## src/rtl/pong_game_controller.sv

```systemverilog
// Pong match sequencer.
// Gates the ball tracker with game_on and pulses its active-low reset when a
// rally starts. Turns the tracker's sticky point flags into single score
// increments. Runs the serve delay, detects the winning score and holds the
// game-over condition until the next start press.
module pong_game_controller #(
  parameter int WIN_SCORE   = 7,
  parameter int SERVE_DELAY = 50000000,
  parameter int SCORE_W     = 4
) (
  input  logic               clk,
  input  logic               reset,
  input  logic               start_btn,
  input  logic               player1_point,
  input  logic               player2_point,
  output logic               game_on,
  output logic               ball_reset_n,
  output logic [SCORE_W-1:0] score1,
  output logic [SCORE_W-1:0] score2,
  output logic [1:0]         winner,
  output logic [1:0]         state
);

  typedef enum logic [1:0] {
    ST_IDLE  = 2'b00,
    ST_SERVE = 2'b01,
    ST_PLAY  = 2'b10,
    ST_OVER  = 2'b11
  } state_e;

  localparam int CNT_W = (SERVE_DELAY > 1) ? $clog2(SERVE_DELAY) : 1;
  localparam logic [CNT_W-1:0]   CNT_LOAD   = CNT_W'(SERVE_DELAY - 1);
  localparam logic [CNT_W-1:0]   CNT_ONE    = CNT_W'(1);
  localparam logic [CNT_W-1:0]   CNT_ZERO   = '0;
  localparam logic [SCORE_W-1:0] SCORE_ONE  = SCORE_W'(1);
  localparam logic [SCORE_W-1:0] SCORE_ZERO = '0;
  localparam logic [SCORE_W-1:0] WIN_VAL    = SCORE_W'(WIN_SCORE);
  localparam logic [1:0]         WIN_NONE   = 2'b00;
  localparam logic [1:0]         WIN_P1     = 2'b01;
  localparam logic [1:0]         WIN_P2     = 2'b10;

  // Out-of-range parameters would let a score wrap before anyone wins.
  generate
    if ((WIN_SCORE < 1) || (WIN_SCORE > ((2 ** SCORE_W) - 1))) begin : g_bad_win_score
      $error("pong_game_controller: WIN_SCORE outside 1..2**SCORE_W-1");
    end
    if (SERVE_DELAY < 1) begin : g_bad_serve_delay
      $error("pong_game_controller: SERVE_DELAY must be at least 1");
    end
  endgenerate

  state_e             state_q, state_d;
  logic [CNT_W-1:0]   cnt_q, cnt_d;
  logic [SCORE_W-1:0] score1_q, score1_d;
  logic [SCORE_W-1:0] score2_q, score2_d;
  logic [1:0]         winner_q, winner_d;
  logic               game_on_q, game_on_d;
  logic               ball_reset_n_q, ball_reset_n_d;
  logic               start_prev_q, p1_prev_q, p2_prev_q;

  logic               edge_start_s, edge_p1_s, edge_p2_s;
  logic               enter_serve_s;
  logic [SCORE_W-1:0] score1_inc_s, score2_inc_s;

  // Rising-edge detection; histories reset high so a level held through reset is not an edge.
  assign edge_start_s = start_btn & ~start_prev_q;
  assign edge_p1_s    = player1_point & ~p1_prev_q;
  assign edge_p2_s    = player2_point & ~p2_prev_q;
  assign score1_inc_s = score1_q + SCORE_ONE;
  assign score2_inc_s = score2_q + SCORE_ONE;

  // Next-state, counter, score and winner logic; every route into SERVE reloads the counter.
  always_comb begin
    state_d       = state_q;
    cnt_d         = cnt_q;
    score1_d      = score1_q;
    score2_d      = score2_q;
    winner_d      = winner_q;
    enter_serve_s = 1'b0;
    case (state_q)
      ST_IDLE: begin
        if (edge_start_s) begin
          state_d       = ST_SERVE;
          cnt_d         = CNT_LOAD;
          enter_serve_s = 1'b1;
        end else begin
          state_d = ST_IDLE;
        end
      end
      ST_SERVE: begin
        if (cnt_q == CNT_ZERO) begin
          state_d = ST_PLAY;
        end else begin
          cnt_d = cnt_q - CNT_ONE;
        end
      end
      ST_PLAY: begin
        if (edge_p1_s && edge_p2_s) begin
          // Simultaneous points: replay the rally without scoring.
          state_d       = ST_SERVE;
          cnt_d         = CNT_LOAD;
          enter_serve_s = 1'b1;
        end else if (edge_p1_s) begin
          score1_d = score1_inc_s;
          if (score1_inc_s == WIN_VAL) begin
            state_d  = ST_OVER;
            winner_d = WIN_P1;
          end else begin
            state_d       = ST_SERVE;
            cnt_d         = CNT_LOAD;
            enter_serve_s = 1'b1;
          end
        end else if (edge_p2_s) begin
          score2_d = score2_inc_s;
          if (score2_inc_s == WIN_VAL) begin
            state_d  = ST_OVER;
            winner_d = WIN_P2;
          end else begin
            state_d       = ST_SERVE;
            cnt_d         = CNT_LOAD;
            enter_serve_s = 1'b1;
          end
        end else begin
          state_d = ST_PLAY;
        end
      end
      ST_OVER: begin
        if (edge_start_s) begin
          // New match goes straight to a serve.
          score1_d      = SCORE_ZERO;
          score2_d      = SCORE_ZERO;
          winner_d      = WIN_NONE;
          state_d       = ST_SERVE;
          cnt_d         = CNT_LOAD;
          enter_serve_s = 1'b1;
        end else begin
          state_d = ST_OVER;
        end
      end
      default: begin
        state_d  = ST_IDLE;
        cnt_d    = CNT_ZERO;
        score1_d = SCORE_ZERO;
        score2_d = SCORE_ZERO;
        winner_d = WIN_NONE;
      end
    endcase
    game_on_d      = (state_d == ST_PLAY);
    ball_reset_n_d = ~enter_serve_s;
  end

  // State, datapath and edge-history registers with synchronous active-low reset.
  always_ff @(posedge clk) begin
    if (!reset) begin
      state_q        <= ST_IDLE;
      cnt_q          <= CNT_ZERO;
      score1_q       <= SCORE_ZERO;
      score2_q       <= SCORE_ZERO;
      winner_q       <= WIN_NONE;
      game_on_q      <= 1'b0;
      ball_reset_n_q <= 1'b0;
      start_prev_q   <= 1'b1;
      p1_prev_q      <= 1'b1;
      p2_prev_q      <= 1'b1;
    end else begin
      state_q        <= state_d;
      cnt_q          <= cnt_d;
      score1_q       <= score1_d;
      score2_q       <= score2_d;
      winner_q       <= winner_d;
      game_on_q      <= game_on_d;
      ball_reset_n_q <= ball_reset_n_d;
      start_prev_q   <= start_btn;
      p1_prev_q      <= player1_point;
      p2_prev_q      <= player2_point;
    end
  end

  assign game_on      = game_on_q;
  assign ball_reset_n = ball_reset_n_q;
  assign score1       = score1_q;
  assign score2       = score2_q;
  assign winner       = winner_q;
  assign state        = state_q;

endmodule

```

## config.mk

```make
export PLATFORM = sky130hd
export DESIGN_NAME = pong_game_controller
export DESIGN_NICKNAME = d
export VERILOG_FILES = /design/src/rtl/pong_game_controller.sv
export SDC_FILE = /design/constraint.sdc
export NUM_CORES = 1
export LEC_CHECK = 0
export CAP_MARGIN = 10
export CORE_MARGIN = 3
export CORE_UTILIZATION = 44
export DETAILED_ROUTE_END_ITERATION = 8
export GPL_TIMING_DRIVEN = 1
export PLACE_DENSITY = 0.75
export SLEW_MARGIN = 20
export SYNTH_ARGS = -nofsm -noshare
export SYNTH_HDL_FRONTEND = slang
export SYNTH_SLANG_ARGS = --single-unit
export TNS_END_PERCENT = 50
```

## constraint.sdc

```tcl
create_clock -name clk -period 3 [get_ports clk]
set_input_delay 0.6 -clock clk [delete_from_list [all_inputs] [get_ports clk]]
set_output_delay 0.6 -clock clk [all_outputs]
set_load 0.005 [all_outputs]
```

==> results of run 1 <==
==> metal layers <==
layer | up-vias | wire length (um) | part of all wire
li1 | 1208 | - | -
met1 | 1142 | 2930 | 0.48
met2 | 93 | 2720 | 0.44
met3 | 13 | 379 | 0.062
met4 | 0 | 111 | 0.018
met5 | - | 0 | 0
==> sequential cells by signal, summed over array words and instances, names as in the netlist <==
signal,cells
score1,4
ball_reset_n,1
cnt_q,26
p2_prev_q,1
winner,2
game_on,1
start_prev_q,1
state,2
score2,4
p1_prev_q,1
==> cells by family after synthesis <==
logic type | synth area share
adders and majority gates | 0.0448
AOI/OAI and AO/OA | 0.270
and+or+nand+nor | 0.283
DFF | 0.342
xor gates and xnor gates | 0.00348
muxes | 0.0119
buffers and inverters | 0.0443
==> metrics by stage <==
stage          setup slack (ns)  utilization  instances  power [W]  area (um2)
4_1_cts                   0.382        0.552        401    0.00143        2930
5_1_grt                   0.284        0.552        401    0.00150        2930
2_1_floorplan             0.588            -        309   0.000890        2520
3_3_place_gp              0.303        0.532        394   0.000975        2820
6_report                  0.358        0.552        401    0.00143        2930
3_5_place_dp              0.223        0.532        394   0.000983        2820
==> worst register-to-register path, delay by kind of cell (launching register included) <==
family	cells	cell delay, ns
AOI/OAI and AO/OA	1	0.24
buffers and inverters	2	0.40
and+or+nand+nor	4	1.57
DFF	1	0.35
==> layout make-up <==
class                   instances  area (um2)
multi-input cells             237        1540
inverters                      13        48.8
well taps                      70        87.6
clock buffers                   5        68.8
clock inverters                 2        37.5
repair buffers                 31         278
flip-flops and latches         43         861
fillers                       475        2380
==> report_power, final <==
group / leakage [nW] / switching [W] / internal, W
Sequential: 0.352 / 0.0000374 / 0.000603
Clock: 0.0502 / 0.000204 / 0.000243
Combinational: 0.621 / 0.000203 / 0.000135
Total: 1.02 / 0.000445 / 0.000982
==> final timing paths <==
| path | to | slack, ns | depth (start not counted) | from |
|---|---|---|---|---|
| worst max-delay path | cnt_q[5] | 0.36 | 7 | cnt_q[21] |
| worst min-delay path | winner[1] | 0.47 | 2 | winner[1] |
| worst max register to register | cnt_q[5] | 0.36 | 7 | cnt_q[21] |
| worst min register to register | winner[1] | 0.47 | 2 | winner[1] |
==> cell usage in the layout, fill, tap and decap left out, drive strengths merged, types with 2 or more instances in the layout <==
| cell | n |
|---|---|
| or3 | 5 |
| o31ai | 4 |
| clkdlybuf4s50 | 18 |
| or2 | 3 |
| nor4 | 7 |
| dfxtp | 43 |
| clkinv | 2 |
| nand2 | 31 |
| mux2i | 3 |
| clkbuf | 5 |
| o32ai | 4 |
| o21ai | 22 |
| nand3b | 2 |
| a21oi | 31 |
| nor2b | 4 |
| and2 | 3 |
| o21a | 2 |
| a31oi | 4 |
| o31a | 3 |
| o41ai | 6 |
| a211oi | 2 |
| o211ai | 5 |
| buf | 13 |
| inv | 11 |
| nand4b | 2 |
| a311oi | 4 |
| o221a | 4 |
| nand3 | 6 |
| nor3 | 13 |
| nand4 | 8 |
| nand2b | 10 |
| or4 | 6 |
| nor3b | 2 |
| nor2 | 18 |
| ha | 9 |
==> run metrics, run 1 <==
RSZ-0062 raised after global routing=false; Clock Latency Late Sink=0.30 ns; Die H=81.6 um; CP startpoint kind=flop; Post-route DRC=0; Core ar.=5300 um2; post-synth top area share=0.342; grt total ovfl=0; status=completed; Worst path max stage delay=0.56 ns; clock-pin slew on the worst setup and hold paths=0.08 ns; TNS Setup=0 ns; diodes inserted=0; Site Rows=26; worst min path class=flop to flop; Fmax=0.378 GHz; CTS Buf Count=5; hold_ws=0.473 ns; Mapped Nets=323; io pins=19; WP data required=3.22 ns; GRT Total Usage=0.195; asr flop ratio synth=0; Worst Path Max Fanout=7; met3 Use GR=0.0406; Mapped Cells=309; max-slew violations=0; IO buf count=18; max cap viols=0; final hold vios=0; post-CTS setup buffer count=0; clock root buffer master=clkbuf_8; Worst Path Arrival=2.86 ns; flip-flop and latch count after synthesis=43; CTS tree=built; cells resized by post-CTS repair=0; number of H-tree levels=2; Lkg Pwr=1.02 nW; fin crit period=2.64 ns; Die Wd=81.6 um; gp weighted congestion=0.877; Post-synth top cells=dfxtp_1 (43), a21oi_1 (31), nand2_1 (31); drt wl/cell=15.3 um; largest net degree at the start of global routing=28; Initial Util=0.475; Cell Pwr Density=488 nW/um2; Die Footprint=6660 um2; Worst Path Buf+Inv=2; busiest grt layer=met2; Worst Tran Pin Value=0.588 ns; Yosys warning count=0; maximum vdd drop=0.244 mV; Crit path max-delay family=simple AND/OR/NAND/NOR gates; Critical Path, Cell by Cell=or4_4, or4_4, nor4_4, buf_4, nor3_1, buf_4, a311oi_1; Syn-to-layout area delta=16.3%; hold_buf cts=0; clock sink count=43; initial antenna violation count=0; period utilization=0.881; Via Count=2,456; Rel. slew slack=0.605; WL final=6.14 mm; Final setup viols=0; vias in the first global route=2,151; count leader, synth=dfxtp_1; met1 GRT Util=0.269; synthesized area=2520 um2; mean post-synth cell area=8.14 um2; DRC marker count from the first detailed-route iteration=185; Via density=6.12; DRT Pass-1 Iters=5; detailed placement HPWL=4.23 mm; Clock Tree Buf Depth=2; layout cells sized above 1=0.115; top cells by area, synth=dfxtp_1 (34%), a21oi_1 (6.2%), nand2_1 (4.6%); Setup CP Type=flop to flop; Setup crit end kind=flop; crit path max-delay cell type=or4_4; Seq/Total Area, Yosys=0.342; EDFF count, synth=0; final net count=345; clk_skew=0.00723 ns; synth unique cells=54; Yosys top cell by area=dfxtp_1; first-pass GRT wire length=10.3 mm; met2 GRT Util=0.304; ys flop type=dfxtp_1; Antenna Nets Post-Route=0
No activity file was read; power rests on OpenSTA's default activity.
==> run 2, diff against run 1 <==
--- a/config.mk
+++ b/config.mk
@@ -9,7 +9,6 @@
 export CORE_MARGIN = 3
 export CORE_UTILIZATION = 44
 export DETAILED_ROUTE_END_ITERATION = 8
-export GPL_TIMING_DRIVEN = 1
 export PLACE_DENSITY = 0.75
 export SLEW_MARGIN = 20
 export SYNTH_ARGS = -nofsm -noshare
==> results of run 2 <==
Final layout, timing and power as in run 1 (identical DEF).
